==> src/rtl/uart_tx_fifo.sv <==
// UART transmitter with input FIFO.
// Configurable width, parity, stop bits and depth.
module uart_tx_fifo #(
    parameter int CLOCKS_PER_BIT = 4,
    parameter int DATA_BITS      = 8,
    parameter int PARITY         = 0,
    parameter int STOP_BITS      = 1,
    parameter int FIFO_DEPTH     = 4
) (
    input  logic                              clk,
    input  logic                              rst,
    input  logic                              in_valid,
    input  logic [DATA_BITS-1:0]              in_data,
    output logic                              in_ready,
    output logic                              ser_tx,
    output logic                              busy,
    output logic [$clog2(FIFO_DEPTH+1)-1:0]   fifo_count,
    output logic                              frame_done
);

    localparam int CW  = $clog2(FIFO_DEPTH + 1);
    localparam int PW  = $clog2(FIFO_DEPTH);
    localparam int CCW = $clog2(CLOCKS_PER_BIT);
    localparam int BW  = $clog2(DATA_BITS + 1);

    localparam logic [CW-1:0]  FULL     = CW'(FIFO_DEPTH);
    localparam logic [CCW-1:0] CNT_LAST = CCW'(CLOCKS_PER_BIT - 1);
    localparam logic [BW-1:0]  DAT_LAST = BW'(DATA_BITS - 1);
    localparam logic [BW-1:0]  STP_LAST = BW'(STOP_BITS - 1);

    typedef enum logic [2:0] {
        S_IDLE,
        S_START,
        S_DATA,
        S_PARITY,
        S_STOP
    } state_t;

    state_t               state, state_n;
    logic [CCW-1:0]       clk_cnt, clk_cnt_n;
    logic [BW-1:0]        bit_idx, bit_idx_n;
    logic [DATA_BITS-1:0] sr, sr_n;
    logic [DATA_BITS-1:0] word, word_n;
    logic                 ser_d;
    logic                 par_bit;

    logic [DATA_BITS-1:0] mem [FIFO_DEPTH];
    logic [PW-1:0]        wr_ptr, rd_ptr;
    logic [CW-1:0]        count, count_n;

    logic bit_end;
    logic last_stop;
    logic push;
    logic pop;

    assign bit_end   = (clk_cnt == CNT_LAST);
    assign last_stop = (state == S_STOP) && bit_end
                       && (bit_idx == STP_LAST);
    assign push      = in_valid && in_ready;
    assign pop       = (count != '0)
                       && ((state == S_IDLE) || last_stop);
    assign count_n   = count + CW'(push) - CW'(pop);

    assign busy       = (state != S_IDLE) || (count != '0);
    assign fifo_count = count;
    assign frame_done = last_stop;

    // FIFO storage; contents need no reset
    always_ff @(posedge clk) begin
        if (push) begin
            mem[wr_ptr] <= in_data;
        end
    end

    // FIFO pointers, occupancy and registered ready
    always_ff @(posedge clk) begin
        if (rst) begin
            wr_ptr   <= '0;
            rd_ptr   <= '0;
            count    <= '0;
            in_ready <= 1'b1;
        end else begin
            if (push) begin
                wr_ptr <= wr_ptr + 1'b1;
            end
            if (pop) begin
                rd_ptr <= rd_ptr + 1'b1;
            end
            count    <= count_n;
            in_ready <= (count_n != FULL);
        end
    end

    // FSM state, counters, shifter and line register
    always_ff @(posedge clk) begin
        if (rst) begin
            state   <= S_IDLE;
            clk_cnt <= '0;
            bit_idx <= '0;
            sr      <= '0;
            word    <= '0;
            ser_tx  <= 1'b1;
        end else begin
            state   <= state_n;
            clk_cnt <= clk_cnt_n;
            bit_idx <= bit_idx_n;
            sr      <= sr_n;
            word    <= word_n;
            ser_tx  <= ser_d;
        end
    end

    // Next state; line level is derived from next state
    always_comb begin
        state_n   = state;
        clk_cnt_n = bit_end ? '0 : clk_cnt + 1'b1;
        bit_idx_n = bit_idx;
        sr_n      = sr;
        word_n    = word;
        unique case (state)
            S_IDLE: begin
                clk_cnt_n = '0;
                if (pop) begin
                    state_n = S_START;
                    sr_n    = mem[rd_ptr];
                    word_n  = mem[rd_ptr];
                end
            end
            S_START: begin
                if (bit_end) begin
                    state_n   = S_DATA;
                    bit_idx_n = '0;
                end
            end
            S_DATA: begin
                if (bit_end) begin
                    sr_n = sr >> 1;
                    if (bit_idx == DAT_LAST) begin
                        bit_idx_n = '0;
                        state_n   = (PARITY != 0) ? S_PARITY
                                                  : S_STOP;
                    end else begin
                        bit_idx_n = bit_idx + 1'b1;
                    end
                end
            end
            S_PARITY: begin
                if (bit_end) begin
                    state_n   = S_STOP;
                    bit_idx_n = '0;
                end
            end
            S_STOP: begin
                if (bit_end) begin
                    if (last_stop) begin
                        bit_idx_n = '0;
                        if (pop) begin
                            state_n = S_START;
                            sr_n    = mem[rd_ptr];
                            word_n  = mem[rd_ptr];
                        end else begin
                            state_n = S_IDLE;
                        end
                    end else begin
                        bit_idx_n = bit_idx + 1'b1;
                    end
                end
            end
            default: begin
                state_n = S_IDLE;
            end
        endcase

        par_bit = (PARITY == 2) ? ^word_n : ~^word_n;

        ser_d = 1'b1;
        unique case (state_n)
            S_START:  ser_d = 1'b0;
            S_DATA:   ser_d = sr_n[0];
            S_PARITY: ser_d = par_bit;
            default:  ser_d = 1'b1;
        endcase
    end

endmodule

==> config.mk <==
export PLATFORM = sky130hd
export DESIGN_NAME = uart_tx_fifo
export DESIGN_NICKNAME = d
export VERILOG_FILES = /design/src/rtl/uart_tx_fifo.sv
export SDC_FILE = /design/constraint.sdc
export NUM_CORES = 1
export LEC_CHECK = 0
export BUFFER_PORTS_ARGS = -buffer_cell sky130_fd_sc_hd__buf_2
export CORE_MARGIN = 4
export CORE_UTILIZATION = 40
export DETAILED_ROUTE_END_ITERATION = 8
export PLACE_DENSITY_LB_ADDON = 0.08
export SLEW_MARGIN = 5
export SYNTH_ARGS = -nofsm -noshare
export SYNTH_HDL_FRONTEND = slang
export SYNTH_SLANG_ARGS = --single-unit
==> constraint.sdc <==
create_clock -name clk -period 3.1 [get_ports clk]
set_input_delay 0.62 -clock clk [delete_from_list [all_inputs] [get_ports clk]]
set_output_delay 0.62 -clock clk [all_outputs]
set_load 0.005 [all_outputs]
# Yosys cells after proc, flatten, opt, wreduce, memory -nomap -nowiden
# Memory sizes are Yosys's and may differ from the RTL's. A register that Yosys moved wholly into a read port is not among the register bits.
# Cells that the tools add are included.
totals:
  reg_bits: 34
  ramBits: 32
  input_bits: 11
  output_inout_bits: 7
  wordCells: 78
  mem_count: 1
memory_table:
  columns: ["name", "depth", "width", "read_ports", "rd_clocked_by_memory_dff", "wr", "line_no", "rtl"]
  rows:
  - ["mem", 4, 8, 1, 1, 1, "47", "logic [DATA_BITS-1:0] mem [FIFO_DEPTH];"]
op_classes:
  addsub: 6
  n_eq_ne: 14
  muxes: 29
  reduce_logical: 17
op_table:
  columns: ["operator", "count"]
  rows:
  - ["$mux 8", 7]
  - ["$pmux 8 s3", 1]
  - ["$mux 3", 7]
  - ["$mux 4", 5]
  - ["$pmux 8 s2", 1]
  - ["$pmux 3 s5", 1]
  - ["$eq 3x2->1 const B", 4]
  - ["$pmux 4 s3", 1]
  - ["$reduce_bool 3->1", 4]
  - ["$reduce_and 4->1", 2]
  - ["$reduce_xnor 8->1", 1]
  - ["$add 2x1->2 const B", 3]
  - ["$eq 3x1->1 const B", 2]
  - ["$ne 2x2->1 const B", 3]
  - ["$add 4x1->4 const B", 1]
  - ["$eq 4x3->1 const B", 1]
  - ["$logic_and 1x1->1", 4]
  - ["$logic_not 4->1", 1]
  - ["$mux 2", 2]
  - ["$add 3x1->3", 1]
  - ["$eq 3x3->1 const B", 1]
  - ["$logic_not 3->1", 1]
  - ["$mux 1", 3]
  - ["$ne 3x3->1 const B", 1]
  - ["other kinds (7)", 8]

# Longest topological paths before layout
logic_depth:
  ltp_word: 11
  mapped_depth: 17
  ltp_nobuf: 15

# Least setup slack after synthesis
# No wires, ideal clock.
synth_timing:
  path_type: "reg-to-reg"
  start: "register bit_idx[0]"
  end: "register in_ready"
  setup_time_ns: 0.122
  arrival_time_ns: 2.695
  required_time_ns: 2.978
  path_slack_ns: 0.283
  path_stages_with_launch: 18
  n_path_buf: 2
  synth_period_minus_slack_ns: 2.817
  path_cell_list: "dfxtp_1 > inv_1 > ha_1 > nand4bb_4 > a21boi_2 > nand2b_1 > buf_6 > clkinv_8 > clkbuf_1 > ha_1 > inv_1 > ha_1 > inv_1 > fa_1 > xor2_1 > xnor2_1 > nor2_1 > nand3b_1"
synth_between:
  elab_chain_cells: 6
synth_rtl:
  columns: ["element", "line_no", "rtl"]
  rows:
  - ["start, declared", "41", "logic [BW-1:0] bit_idx, bit_idx_n;"]
  - ["start signal, assigned", "106", "bit_idx <= bit_idx_n;"]
  - ["$logic_not 4->1", "58", "&& (bit_idx == STP_LAST);"]
  - ["$logic_and 1x1->1", "58", null]
  - ["$logic_or 1x1->1", "61", "&& ((state == S_IDLE) || last_stop);"]
  - ["$logic_and 1x1->1", "61", null]
  - ["$sub 3x1->3", "62", "assign count_n = count + CW'(push) - CW'(pop);"]
  - ["$ne 3x3->1", "90", "in_ready <= (count_n != FULL);"]
  - ["end signal, assigned", "90", null]
  - ["end, declared", "14", "output logic in_ready,"]
# No other way between the ends.
# A chain may end at the register's enable or synchronous reset.

# Worst setup path in the final report
# Ends and elaborated chain as after synthesis.

==> summary.txt <==
Clock network
  • Clock-pin transition on the worst setup and hold timing paths: 0.08 ns
  • Post-CTS sizing: 0
  • Cts hold-fix bufs: 0
  • Clock H-tree levels: 3
  • CTS Buf Count: 9
  • Clk Tree Root Cell: clkbuf_8
  • CTS tree: built
  • Clk sinks: 68
  • Worst skew pair latency: 0.34 ns
  • Longest Clk Path Bufs: 2
  • Buffer count from post-CTS setup fixing: 0

Yosys
  • Largest family of logic cells by synthesized area: simple AND/OR/NAND/NOR gates
  • Top FF cell, synth: dfxtp_1
  • Synth Register Bits: 68
  • Cells after Synth: 245
  • XOR/XNOR share of the synthesized area: 0.05382
  • Mapped Nets: 266
  • Simple-gate share of the synthesized area: 0.1363
  • Top cells by area, synth: edfxtp_1 (33%), dfxtp_1 (25%), mux4_2 (6.2%)
  • Synth Area in Adders: 0.04528
  • Synth Area in Compound Gates: 0.07604
  • Mux cell area share after synthesis: 0.07903
  • Synth area leader: edfxtp_1
  • Synth Cell Area: 2929 sq um
  • Syn Area/Cell: 11.96 sq um
  • Post-synth ARST share: 0
  • Distinct cells, synth: 45
  • Sequential area share after synthesis: 0.5741
  • Top cell type's share of synthesized area: 0.3281
  • Yosys warnings: 0
  • Post-synth EDFFs: 32

Worst setup path
  • CP Depth: 15
  • WS Path Type: reg2reg
  • Critical path required time: 3.33 ns
  • Crit-path cells: inv_1 -> ha_1 -> nand4bb_4 -> a21boi_2 -> nand2b_1 -> clkinv_8 -> ha_1 -> inv_1 -> ha_1 -> inv_1 -> fa_1 -> xor2_1 -> xnor2_1 -> nor2_1 -> nand3b_1
  • Critical path data arrival time: 2.95 ns
  • Worst path bufs/invs: 4
  • Worst stage delay on the critical path: 0.39 ns
  • Crit Path Max Fanout: 17
  • Startpoint class of the critical path: register
  • CP delay by family, top: adder cells
  • Crit end category: register
  • Worst reg-to-reg path cell count: 15
  • Slowest CP cell: dfxtp_1

STA
  • Worst Tran Pin Value: 0.6094 ns
  • Slew Viols, Final: 0
  • Clock Skew: 0.008687 ns
  • Highest Clock Rate: 0.3674 GHz
  • Rel. slew slack: 0.5937
  • Unrepaired setup endpoints after global routing: no
  • Final min period: 2.722 ns
  • Final setup vio count: 0
  • Fin crit share: 0.8780
  • Fin Setup TNS: 0 ns
  • Final hold vios: 0

Pwr
  • Leak: 1.248 nW
  • Sequential Power Share: 0.428
  • Combinational Power Share: 0.326
  • Sw Ratio: 0.3364
  • Power per Cell Area: 897.3 nW/um^2
  • Clock power share: 0.247
  • NetSw: 0.9968 mW
  • VDD IR max: 0.3388 mV
  • Internal Power: 1.966 mW

Finish
  • Fin nets: 285
  • Post-route insts no fill: 365
  • Layout cells sized above 1: 0.1822
  • Inserted Diodes: 0
  • Fill count: 635
  • P&R area growth vs syn: 12.73%

Drt
  • DR vias/cell: 4.929
  • First-pass detailed-route iteration total: 5
  • DRT iter0 DRCs: 53
  • DR WL/cell: 13.90 microns
  • Routed Antenna Nets: 0
  • Vias after detailed routing: 1799
  • Residual DRC: 0
  • Final wirelength: 5072 microns

Floorplanning
  • Die Width: 93.57 microns
  • Chip height: 93.57 microns
  • Num ports: 18
  • Full die area: 8755 sq um
  • Std-Cell Rows: 30
  • Core area: 6944 sq um
  • Initial Util: 0.4218

Placement
  • DP HPWL: 3536 microns
  • Placed insts: 349
  • RD Place Congestion: 0.7246
  • Count of input and output buffers: 17

Flow run
  • Max-Cap Viols: 0

Min path
  • Hold path depth: 1
  • Hold Path Class: reg2reg

Global route
  • Largest net degree at the start of global routing: 33
  • Met2 GRT Util: 0.1870
  • Number of global-route vias before repair: 1733
  • Aggregate global-route resource usage: 0.1260
  • Layer with the highest usage: met2
  • Initial antenna violation count: 0
  • GRT met1 Usage: 0.1703
  • First-pass GRT wire length: 8376 microns
  • Remaining Overflow, GRT: 0
  • Met3 Use GR: 0.03138

Run status
  • Outcome: complete, no violations
## power groups by stage
stage | combinational, mW | sequential [mW] | clock, mW
3_3_place_gp | 0.978 | 1.29 | 0
3_5_place_dp | 0.983 | 1.29 | 0
5_1_grt | 1.08 | 1.29 | 0.793
2_1_floorplan | 0.811 | 1.23 | 0
4_1_cts | 0.987 | 1.27 | 0.755
6_report | 0.964 | 1.27 | 0.731
## state kept, by name (all words and copies together), names as in the netlist, named ones only
signal      cells
state           3
in_ready        1
word            8
clk_cnt         2
bit_idx         4
fifo_count      3
rd_ptr          2
wr_ptr          2
mem            32
sr              8
ser_tx          1
## cell families after synthesis
group                    after synthesis
AO/OA/AOI/OAI                         35
XOR/XNOR                              18
adder cells (fa/ha/maj)               10
buffers and inverters                 21
flip-flops                            68
multiplexers                          13
AND/OR/NAND/NOR                       80
## metal layers
layer / share of wire / vias up
met3: 0.031 / 12
met4: 0.024 / 0
li1: - / 908
met2: 0.45 / 28
met1: 0.49 / 851
met5: 0 / -
## cell usage after synthesis (all sizes together), types with 2 or more instances
cell	count
ha	9
nand3b	2
o21ai	6
and3b	2
mux4	8
nor2	19
nor2b	4
and3	5
buf	3
xnor2	7
mux2i	4
nor3	2
a21boi	2
nand2b	3
clkbuf	10
edfxtp	32
a31oi	7
xor2	11
a21oi	12
inv	7
nand2	34
nand3	2
dfxtp	36
## placed cells by master (no fill, tap or decap), drive strengths merged, types with 9 or more instances in the layout
cell type,netlist,routed
clkbuf,10,9
xor2,11,11
nor2,19,19
edfxtp,32,32
dfxtp,36,36
buf,3,21
nand2,34,34
a21oi,12,12
inv,7,9
ha,9,9
## stage by stage
| step | power [mW] | utilization | instance area [sq um] | hold slack, ns | setup slack [ns] |
|---|---|---|---|---|---|
| global route | 3.167 | 0.4755 | 3302 | 0.4753 | 0.1443 |
| detailed placement | 2.276 | 0.4468 | 3103 | 0.4285 | 0.3576 |
| CTS | 3.014 | 0.4755 | 3302 | 0.4393 | 0.3561 |
| global placement | 2.271 | 0.4468 | 3103 | 0.4169 | 0.3973 |
| floorplan | 2.041 | - | 2929 | 0.4072 | 0.2829 |
| finish | 2.963 | 0.4755 | 3302 | 0.4327 | 0.3781 |
## final timing paths
kind                end  startpoint  slack, ns
max reg2reg    in_ready  bit_idx[0]       0.38
min          clk_cnt[0]  clk_cnt[0]       0.43
max            in_ready  bit_idx[0]       0.38
min reg2reg  clk_cnt[0]  clk_cnt[0]       0.43
## cell type report
cell class | count | area [sq um] | area share
multi-input cells | 156 | 1144 | 0.3463
clock buffers | 9 | 123.9 | 0.03751
well taps | 96 | 120.1 | 0.03638
repair buffers | 21 | 115.1 | 0.03486
inverters | 8 | 42.54 | 0.01288
clock inverters | 7 | 75.07 | 0.02274
flip-flops and latches | 68 | 1682 | 0.5093
Note: power is estimated with default switching activity, not from simulation.
